<file path="config.mk">
export PLATFORM = sky130hd
export DESIGN_NAME = piso_tx_flat
export DESIGN_NICKNAME = d
export VERILOG_FILES = /design/src/rtl/piso_tx_if.sv /design/src/rtl/piso_tx.sv /design/src/flat_wrapper.sv
export SDC_FILE = /design/constraint.sdc
export NUM_CORES = 1
export LEC_CHECK = 0
export BUFFER_PORTS_ARGS = -buffer_cell sky130_fd_sc_hd__buf_2
export CORE_MARGIN = 4
export CORE_UTILIZATION = 30
export CTS_CLUSTER_SIZE = 10
export DETAILED_ROUTE_END_ITERATION = 7
export SKIP_CTS_REPAIR_TIMING = 1
export SKIP_LAST_GASP = 1
export SLEW_MARGIN = 20
export SYNTH_ARGS = -nofsm -noshare
export SYNTH_HDL_FRONTEND = slang
export SYNTH_SLANG_ARGS = --single-unit
</file>
<file path="constraint.sdc">
create_clock -name baud_clk -period 2.8 [get_ports baud_clk]
set_clock_uncertainty 0.05 [all_clocks]
set_input_delay 0.28 -clock baud_clk [delete_from_list [all_inputs] [get_ports baud_clk]]
set_output_delay 0.28 -clock baud_clk [all_outputs]
set_load 0.02 [all_outputs]
</file>
<file path="src/rtl/piso_tx_if.sv">
// rtl/piso_tx_if.sv - frame request and serial line status bundle for piso_tx
interface piso_tx_if #(
    parameter int FRAME_WIDTH = 11
);
    logic                   send;
    logic [FRAME_WIDTH-1:0] data_parll;
    logic                   data_tx;
    logic                   active_flag;
    logic                   done_flag;

    modport master (
        output send,
        output data_parll,
        input  data_tx,
        input  active_flag,
        input  done_flag
    );

    modport slave (
        input  send,
        input  data_parll,
        output data_tx,
        output active_flag,
        output done_flag
    );
endinterface

</file>
<file path="src/rtl/piso_tx.sv">
// rtl/piso_tx.sv - UART frame serializer, LSB-first, TICKS_PER_BIT baud ticks per bit
module piso_tx #(
    parameter int FRAME_WIDTH   = 11,
    parameter int TICKS_PER_BIT = 16
) (
    input  logic       baud_clk,
    input  logic       reset,
    piso_tx_if.slave   bus
);
    localparam int TW = $clog2(TICKS_PER_BIT);

    typedef enum logic [1:0] {
        IDLE  = 2'b00,
        SHIFT = 2'b01,
        DONE  = 2'b10
    } state_t;

    state_t                 state;
    logic [FRAME_WIDTH-1:0] shift_reg;
    logic [3:0]             bit_count;
    logic [TW-1:0]          tick_count;
    logic                   data_tx;
    logic                   active_flag;
    logic                   done_flag;

    assign bus.data_tx     = data_tx;
    assign bus.active_flag = active_flag;
    assign bus.done_flag   = done_flag;

    always_ff @(posedge baud_clk or posedge reset) begin
        if (reset) begin
            state       <= IDLE;
            shift_reg   <= '1;
            bit_count   <= '0;
            tick_count  <= '0;
            data_tx     <= 1'b1;
            active_flag <= 1'b0;
            done_flag   <= 1'b0;
        end else begin
            case (state)
                IDLE: begin
                    data_tx     <= 1'b1;
                    active_flag <= 1'b0;
                    done_flag   <= 1'b0;
                    if (bus.send) begin
                        shift_reg   <= bus.data_parll;
                        data_tx     <= bus.data_parll[0];
                        active_flag <= 1'b1;
                        bit_count   <= '0;
                        tick_count  <= '0;
                        state       <= SHIFT;
                    end
                end
                SHIFT: begin
                    tick_count <= tick_count + TW'(1);
                    if (tick_count == TW'(TICKS_PER_BIT - 1) &&
                        bit_count < 4'(FRAME_WIDTH - 1)) begin
                        shift_reg  <= {1'b1, shift_reg[FRAME_WIDTH-1:1]};
                        data_tx    <= shift_reg[1];
                        bit_count  <= bit_count + 4'd1;
                        tick_count <= '0;
                    end else if (tick_count == TW'(TICKS_PER_BIT - 2) &&
                                 bit_count == 4'(FRAME_WIDTH - 1)) begin
                        // Enter DONE on the last tick of the stop bit so the
                        // registered DONE outputs land exactly when its hold ends.
                        state <= DONE;
                    end
                end
                DONE: begin
                    data_tx     <= 1'b1;
                    active_flag <= 1'b0;
                    done_flag   <= 1'b1;
                    tick_count  <= '0;
                    state       <= IDLE;
                end
                default: begin
                    data_tx     <= 1'b1;
                    active_flag <= 1'b0;
                    done_flag   <= 1'b0;
                    state       <= IDLE;
                end
            endcase
        end
    end
endmodule
</file>
<file path="src/flat_wrapper.sv">
// flat-port wrapper written by rule: the top's interface ports become plain ports
module piso_tx_flat 
#(
    parameter int FRAME_WIDTH   = 11,
    parameter int TICKS_PER_BIT = 16
)
  (baud_clk, reset, bus_send, bus_data_parll, bus_data_tx, bus_active_flag, bus_done_flag);
  piso_tx_if #(.FRAME_WIDTH(FRAME_WIDTH)) bus_i ();
  input  logic baud_clk;
  input  logic reset;
  input wire logic [$bits(bus_i.send)-1:0] bus_send;
  input wire logic [$bits(bus_i.data_parll)-1:0] bus_data_parll;
  output wire logic [$bits(bus_i.data_tx)-1:0] bus_data_tx;
  output wire logic [$bits(bus_i.active_flag)-1:0] bus_active_flag;
  output wire logic [$bits(bus_i.done_flag)-1:0] bus_done_flag;
  assign bus_i.send = bus_send;
  assign bus_i.data_parll = bus_data_parll;
  assign bus_data_tx = bus_i.data_tx;
  assign bus_active_flag = bus_i.active_flag;
  assign bus_done_flag = bus_i.done_flag;
  piso_tx #(.FRAME_WIDTH(FRAME_WIDTH), .TICKS_PER_BIT(TICKS_PER_BIT)) u_core (.baud_clk(baud_clk), .reset(reset), .bus(bus_i));
endmodule
</file>
# Word-level counts from Yosys, hierarchy flattened
# Cells that the tools add are included.
dict set report totals {
  regBits 24
  latchBits 0
  ramBits 0
  rom_bits 0
  inputBits 14
  elab_cells 45
  n_memories 0
}
dict set report op_classes {
  n_addsub 2
  mul 0
  n_div 0
  magnitude_cmp 1
  n_eq_ne 9
  n_shift 0
  n_mux 18
  bitwise 0
  reduce_logical 8
}
# op count
set ops {}
lappend ops {{$mux 11} 2}
lappend ops {{$pmux 11 s2} 1}
lappend ops {{$eq 4x4->1 const B} 3}
lappend ops {{$mux 4} 3}
lappend ops {{$pmux 4 s3} 1}
lappend ops {{$add 4x1->4 const B} 2}
lappend ops {{$pmux 4 s2} 1}
lappend ops {{$mux 2} 3}
lappend ops {{$pmux 1 s2} 3}
lappend ops {{$reduce_and 3->1} 2}
lappend ops {{$lt 4x4->1 const B} 1}
lappend ops {{$ne 2x1->1 const B} 2}
lappend ops {{$ne 2x2->1 const B} 2}
lappend ops {{$pmux 2 s2} 1}
lappend ops {{$mux 1} 3}
lappend ops {{$reduce_bool 3->1} 1}
lappend ops {{$eq 2x1->1 const B} 1}
lappend ops {{$eq 2x2->1 const B} 1}
lappend ops {{$logic_and 1x1->1} 2}
lappend ops {{$logic_not 2->1} 1}
lappend ops {{$reduce_and 2->1} 1}
lappend ops {{$reduce_bool 2->1} 1}

# Logic depth before layout (Yosys ltp)
dict set report logic_depth {
  depth_word 5
  mapped_depth 6
}

# Least setup slack after synthesis
# No wires, ideal clock.
dict set report synth_path {
  kind {reg-to-reg}
  start {register u_core.tick_count[0]}
  end {register u_core.shift_reg[1]}
  setup_time_ns 0.081
  arrival_time_ns 1.453
  t_required_ns 2.669
  path_slack_ns 1.216
  path_stages_with_launch 7
  period_less_slack_ns 1.584
  cell_sequence {dfrtp_1 -> ha_1 -> and3_1 -> buf_6 -> a31o_1 -> buf_6 -> o221a_1}
}
dict set report synth_via {
  elab_chain_cells 4
}
# element line
set synth_lines {}
lappend synth_lines {{start, declared} piso_tx.sv:21} ;# logic [TW-1:0] tick_count;
lappend synth_lines {{start signal, assigned} piso_tx.sv:55} ;# tick_count <= tick_count + TW'(1);
lappend synth_lines {{$eq 4x4->1} piso_tx.sv:56} ;# if (tick_count == TW'(TICKS_PER_BIT - 1) &&
lappend synth_lines {{$logic_and 1x1->1} piso_tx.sv:56}
lappend synth_lines {{$ne 2x1->1 (no source line)} n/a}
lappend synth_lines {{$reduce_and 3->1 (no source line)} n/a}
lappend synth_lines {{end signal, assigned} piso_tx.sv:46} ;# shift_reg <= bus.data_parll;
lappend synth_lines {{end signal, assigned} piso_tx.sv:58} ;# shift_reg <= {1'b1, shift_reg[FRAME_WIDTH-1:1]};
lappend synth_lines {{end, declared} piso_tx.sv:19} ;# logic [FRAME_WIDTH-1:0] shift_reg;
# No other way between the ends.
# A chain may end at the register's enable or synchronous reset.

# Worst setup path after layout
dict set report layout_path {
  start {register u_core.tick_count[0]}
  end {register u_core.shift_reg[5]}
}
# Same word-level chain as after synthesis.

==> flow_summary.rst <==
.. list-table::
   :header-rows: 1

   * - Metric
     - Value
   * - Post-synth net total
     - 130
   * - Syn. warnings
     - 0
   * - Post-synthesis xor/xnor area fraction
     - 0%
   * - Most common flop cell mapped by yosys
     - sky130_fd_sc_hd__dfrtp_1
   * - Wire length of the first global-routing pass
     - 3781 um
   * - Shortest period the worst path allows
     - about 1.7 ns
   * - Max-slew violation count
     - 0
   * - RSZ-0062 raised after global routing
     - no
   * - Critical path arrival
     - 1.85 ns
   * - Remaining routing DRC violations
     - 0
   * - End of the worst register-to-register path
     - u_core.shift_reg[5]
   * - Clock transition at the registers of the reported paths
     - 0.08 ns
   * - Multi-input combinational cell area
     - 559.3 um2
   * - Tcrit/Tclk final
     - between 60% and 70%
   * - Internal Power
     - between 0.4 and 0.5 mW
   * - Combinational Power Share
     - 3.1%
   * - Library cells used by synthesis
     - 39
   * - Estimated wirelength of the detail-placed design
     - 1628 um
   * - Critical path required time
     - 2.95 ns
   * - Complex-gate fraction of the synthesized area
     - 19.22%
   * - Die Height
     - 71.70 um
   * - Root cell of the clock tree
     - sky130_fd_sc_hd__clkbuf_8
   * - Cell leakage power
     - 0.5827 nW
   * - Source-to-sink clock delay at the later pin of the worst-skew pair
     - 0.26 ns
   * - Proportion of power drawn by flip-flops and latches
     - 60.2%
   * - Average detailed-routed wire length per instance
     - 13.05 um
   * - Share of the yosys chip area belonging to registers
     - between 40 and 50%
   * - Number of I/O port buffers
     - 16
   * - Floorplan core area
     - 3799 um2
   * - Maximum number of pins on one net before global-route repair
     - 24
   * - Cell area after layout
     - 1364 um2
   * - 1st-pass router iterations
     - 4
   * - Critical Path Sink Type
     - flop
   * - Routed WL
     - between 2000 and 2500 um
   * - Global-route total usage across every layer
     - 9.022%
   * - Die area
     - 5141 um2
   * - Cell Pwr Density
     - ~400 nW/um2
   * - Width of the die
     - 71.70 um
   * - Sequential cell area in the final layout
     - 589.3 um2
   * - IO Pins
     - 17
   * - Achievable clock frequency
     - 587.1 MHz
   * - Sw Pwr
     - 0.1114 mW
   * - Synthesis-to-layout area growth
     - 12.02%
   * - Number of hold violations in the final report
     - 0
   * - Violation count after the first detailed-routing iteration
     - 29
   * - Crit-path max FO
     - 10
   * - Normalized max-slew margin
     - 43.22%
   * - Row count
     - 22
   * - Post-detailed-placement cell area
     - 1319 um2
   * - Setup slack, reg-to-reg
     - approximately 1.1 ns
   * - Number of setup violations in the final report
     - 0
   * - Crit path kind
     - reg -> reg
   * - Area fraction of the dominant cell type after synthesis
     - 24.67%
   * - Run status
     - complete, no violations
   * - Final-layout fill cell count
     - 389
   * - Number of clock buffers inserted by TritonCTS
     - 3
   * - Via total after detailed routing
     - 874
   * - Sum of internal, switching and leakage power
     - between 0.5 and 0.6 mW
   * - ANT nets after route
     - 0
   * - Peak supply drop
     - ~310 uV
   * - Library cell occupying the most area in the post-synthesis netlist
     - sky130_fd_sc_hd__dfrtp_1
   * - Number of sinks on the clock net
     - 23
   * - Via count of the first global-routing pass
     - 827
   * - Number of synthesized flops with an enable pin
     - 0
   * - Asr flop ratio synth
     - between 90% and 100%
   * - Vias per inst
     - 5.023
   * - Basic-gate share of the synthesized area counting and, or, nand and nor cells
     - 20.14%
   * - Synth Register Bits
     - 23
   * - Total standard cell area after synthesis
     - about 1200 um2
   * - Synth Area per Inst
     - around 11 um2
   * - Max reg flops
     - 10
   * - Initial antenna violation count
     - 0
   * - Combinational family with the most area after synthesis
     - simple AND/OR/NAND/NOR gates
   * - Critical Path Sink
     - u_core.shift_reg[5]
   * - Cell types with the largest area share after synthesis
     - sky130_fd_sc_hd__dfrtp_1 (25%), sky130_fd_sc_hd__dfstp_2 (24%), sky130_fd_sc_hd__o221a_1 (8.3%), sky130_fd_sc_hd__nand2b_1 (4.6%), sky130_fd_sc_hd__ha_1 (4.1%)
   * - N_diodes
     - 0
   * - Max Root-Sink Buffers
     - 2
   * - Weighted congestion at the end of routability-driven global placement
     - ~0.71
   * - Portion of netlist area occupied by mux cells
     - under 10%
   * - Adder and majority gate portion of the synthesized area
     - around 4%
   * - Switching Fraction
     - 20.04%
   * - Initial core utilization
     - 32.05%
   * - Fraction of power consumed by the clock network
     - a little under two fifths
   * - Beginning of the worst register-to-register path
     - u_core.tick_count[0]
   * - Min-Delay Path Class
     - in -> async
   * - Tightest Pin Transition
     - 0.8508 ns
   * - FF-to-FF path depth
     - 4
   * - Number of cells produced by synthesis
     - 112
   * - TritonCTS clock tree
     - yes
   * - Launching instance or port of the critical path
     - u_core.tick_count[0]
   * - Max-Cap Viols
     - 0
   * - Grt ovf
     - 0
   * - Fin Hold WS
     - 0.1276 ns
   * - Fraction of final layout cells sized beyond drive strength 1
     - 31.75%
   * - Total Nets Final
     - 145
   * - Startpoint types
     - flop
   * - Final core utilization
     - 35.90%
   * - Setup TNS after final layout
     - 0 ns
   * - Clock H-tree levels
     - 1
-- how the worst min path moves through the flow --
stage | startpoint | endpoint | slack, ns | depth (start not counted)
after global placement | u_core.bus.done_flag | u_core.bus.done_flag | 0.42 | 2
after detailed placement | u_core.bus.active_flag | u_core.bus.active_flag | 0.42 | 2
after global routing | reset | u_core.tick_count[3] | 0.21 | 2
after floorplan | reset | u_core.bit_count[0] | 0.22 | 1
after CTS | reset | u_core.tick_count[3] | 0.16 | 2
final | reset | u_core.tick_count[3] | 0.13 | 2
-- cells in the final DEF (no fill, tap or decap), types with 2 or more instances in the layout --
cell	instances
sky130_fd_sc_hd__buf_2	16
sky130_fd_sc_hd__dfrtp_1	12
sky130_fd_sc_hd__nand2_1	11
sky130_fd_sc_hd__dfstp_2	11
sky130_fd_sc_hd__nand2b_1	9
sky130_fd_sc_hd__o221a_1	9
sky130_fd_sc_hd__inv_1	6
sky130_fd_sc_hd__nor2_1	5
sky130_fd_sc_hd__o21ai_0	5
sky130_fd_sc_hd__ha_1	4
sky130_fd_sc_hd__a21oi_1	3
sky130_fd_sc_hd__mux2i_1	3
sky130_fd_sc_hd__clkbuf_8	3
sky130_fd_sc_hd__a31oi_1	2
sky130_fd_sc_hd__nand4_1	2
sky130_fd_sc_hd__o211ai_1	2
-- cell families (layout without fill, tap and decap cells) --
group / after synthesis / count (layout)
AND/OR/NAND/NOR: 41 / 41
AO/OA/AOI/OAI: 28 / 28
flip-flops: 23 / 23
buffers and inverters: 13 / 27
adder cells (fa/ha/maj): 4 / 4
multiplexers: 3 / 3
-- cell type report --
cell class                      instances  area share [%]
Multi-Input combinational cell         76           41.01
Tap cell                               48           4.404
Inverter                                6           1.651
Sequential cell                        23           43.21
Clock buffer                            4           3.303
Timing Repair Buffer                   17           6.422
-- metal layers --
metal  track usage (%)  wire (um)
met1             11.67       1077
met2             14.69       1070
met3             2.945         98
met4             1.879         24
met5                 0          0
-- synthesized netlist by cell type, types with 2 or more instances --
cell / count
sky130_fd_sc_hd__a21oi_1: 3
sky130_fd_sc_hd__a31oi_1: 2
sky130_fd_sc_hd__buf_6: 2
sky130_fd_sc_hd__clkbuf_1: 3
sky130_fd_sc_hd__dfrtp_1: 12
sky130_fd_sc_hd__dfstp_2: 11
sky130_fd_sc_hd__ha_1: 4
sky130_fd_sc_hd__inv_1: 6
sky130_fd_sc_hd__mux2i_1: 3
sky130_fd_sc_hd__nand2_1: 11
sky130_fd_sc_hd__nand2b_1: 9
sky130_fd_sc_hd__nand4_1: 2
sky130_fd_sc_hd__nor2_1: 5
sky130_fd_sc_hd__o211ai_1: 2
sky130_fd_sc_hd__o21ai_0: 5
sky130_fd_sc_hd__o221a_1: 9
-- critical path, cell delays in order, from the launching register on --
cell and delay (ns):
sky130_fd_sc_hd__dfrtp_1 0.42, sky130_fd_sc_hd__ha_1 0.23, sky130_fd_sc_hd__and3_1 0.29, sky130_fd_sc_hd__a31o_1 0.39, sky130_fd_sc_hd__o221a_1 0.26
-- through the flow --
| stage | setup WS [ns] | instances |
|---|---|---|
| 6_report | 1.097 | 174 |
| 3_3_place_gp | 1.158 | 170 |
| 5_1_grt | 0.9616 | 174 |
| 3_5_place_dp | 1.131 | 170 |
| 2_1_floorplan | 1.216 | 112 |
| 4_1_cts | 1.097 | 174 |
-- power by group through the flow --
stage          clock network (mW)  logic, mW  registers, mW
6_report                    0.204     0.0175          0.334
5_1_grt                     0.225     0.0203          0.334
4_1_cts                     0.210     0.0182          0.334
3_5_place_dp                    0     0.0182          0.340
3_3_place_gp                    0     0.0175          0.340
2_1_floorplan                   0    0.00763          0.340
(Power assumes the default switching activity.)
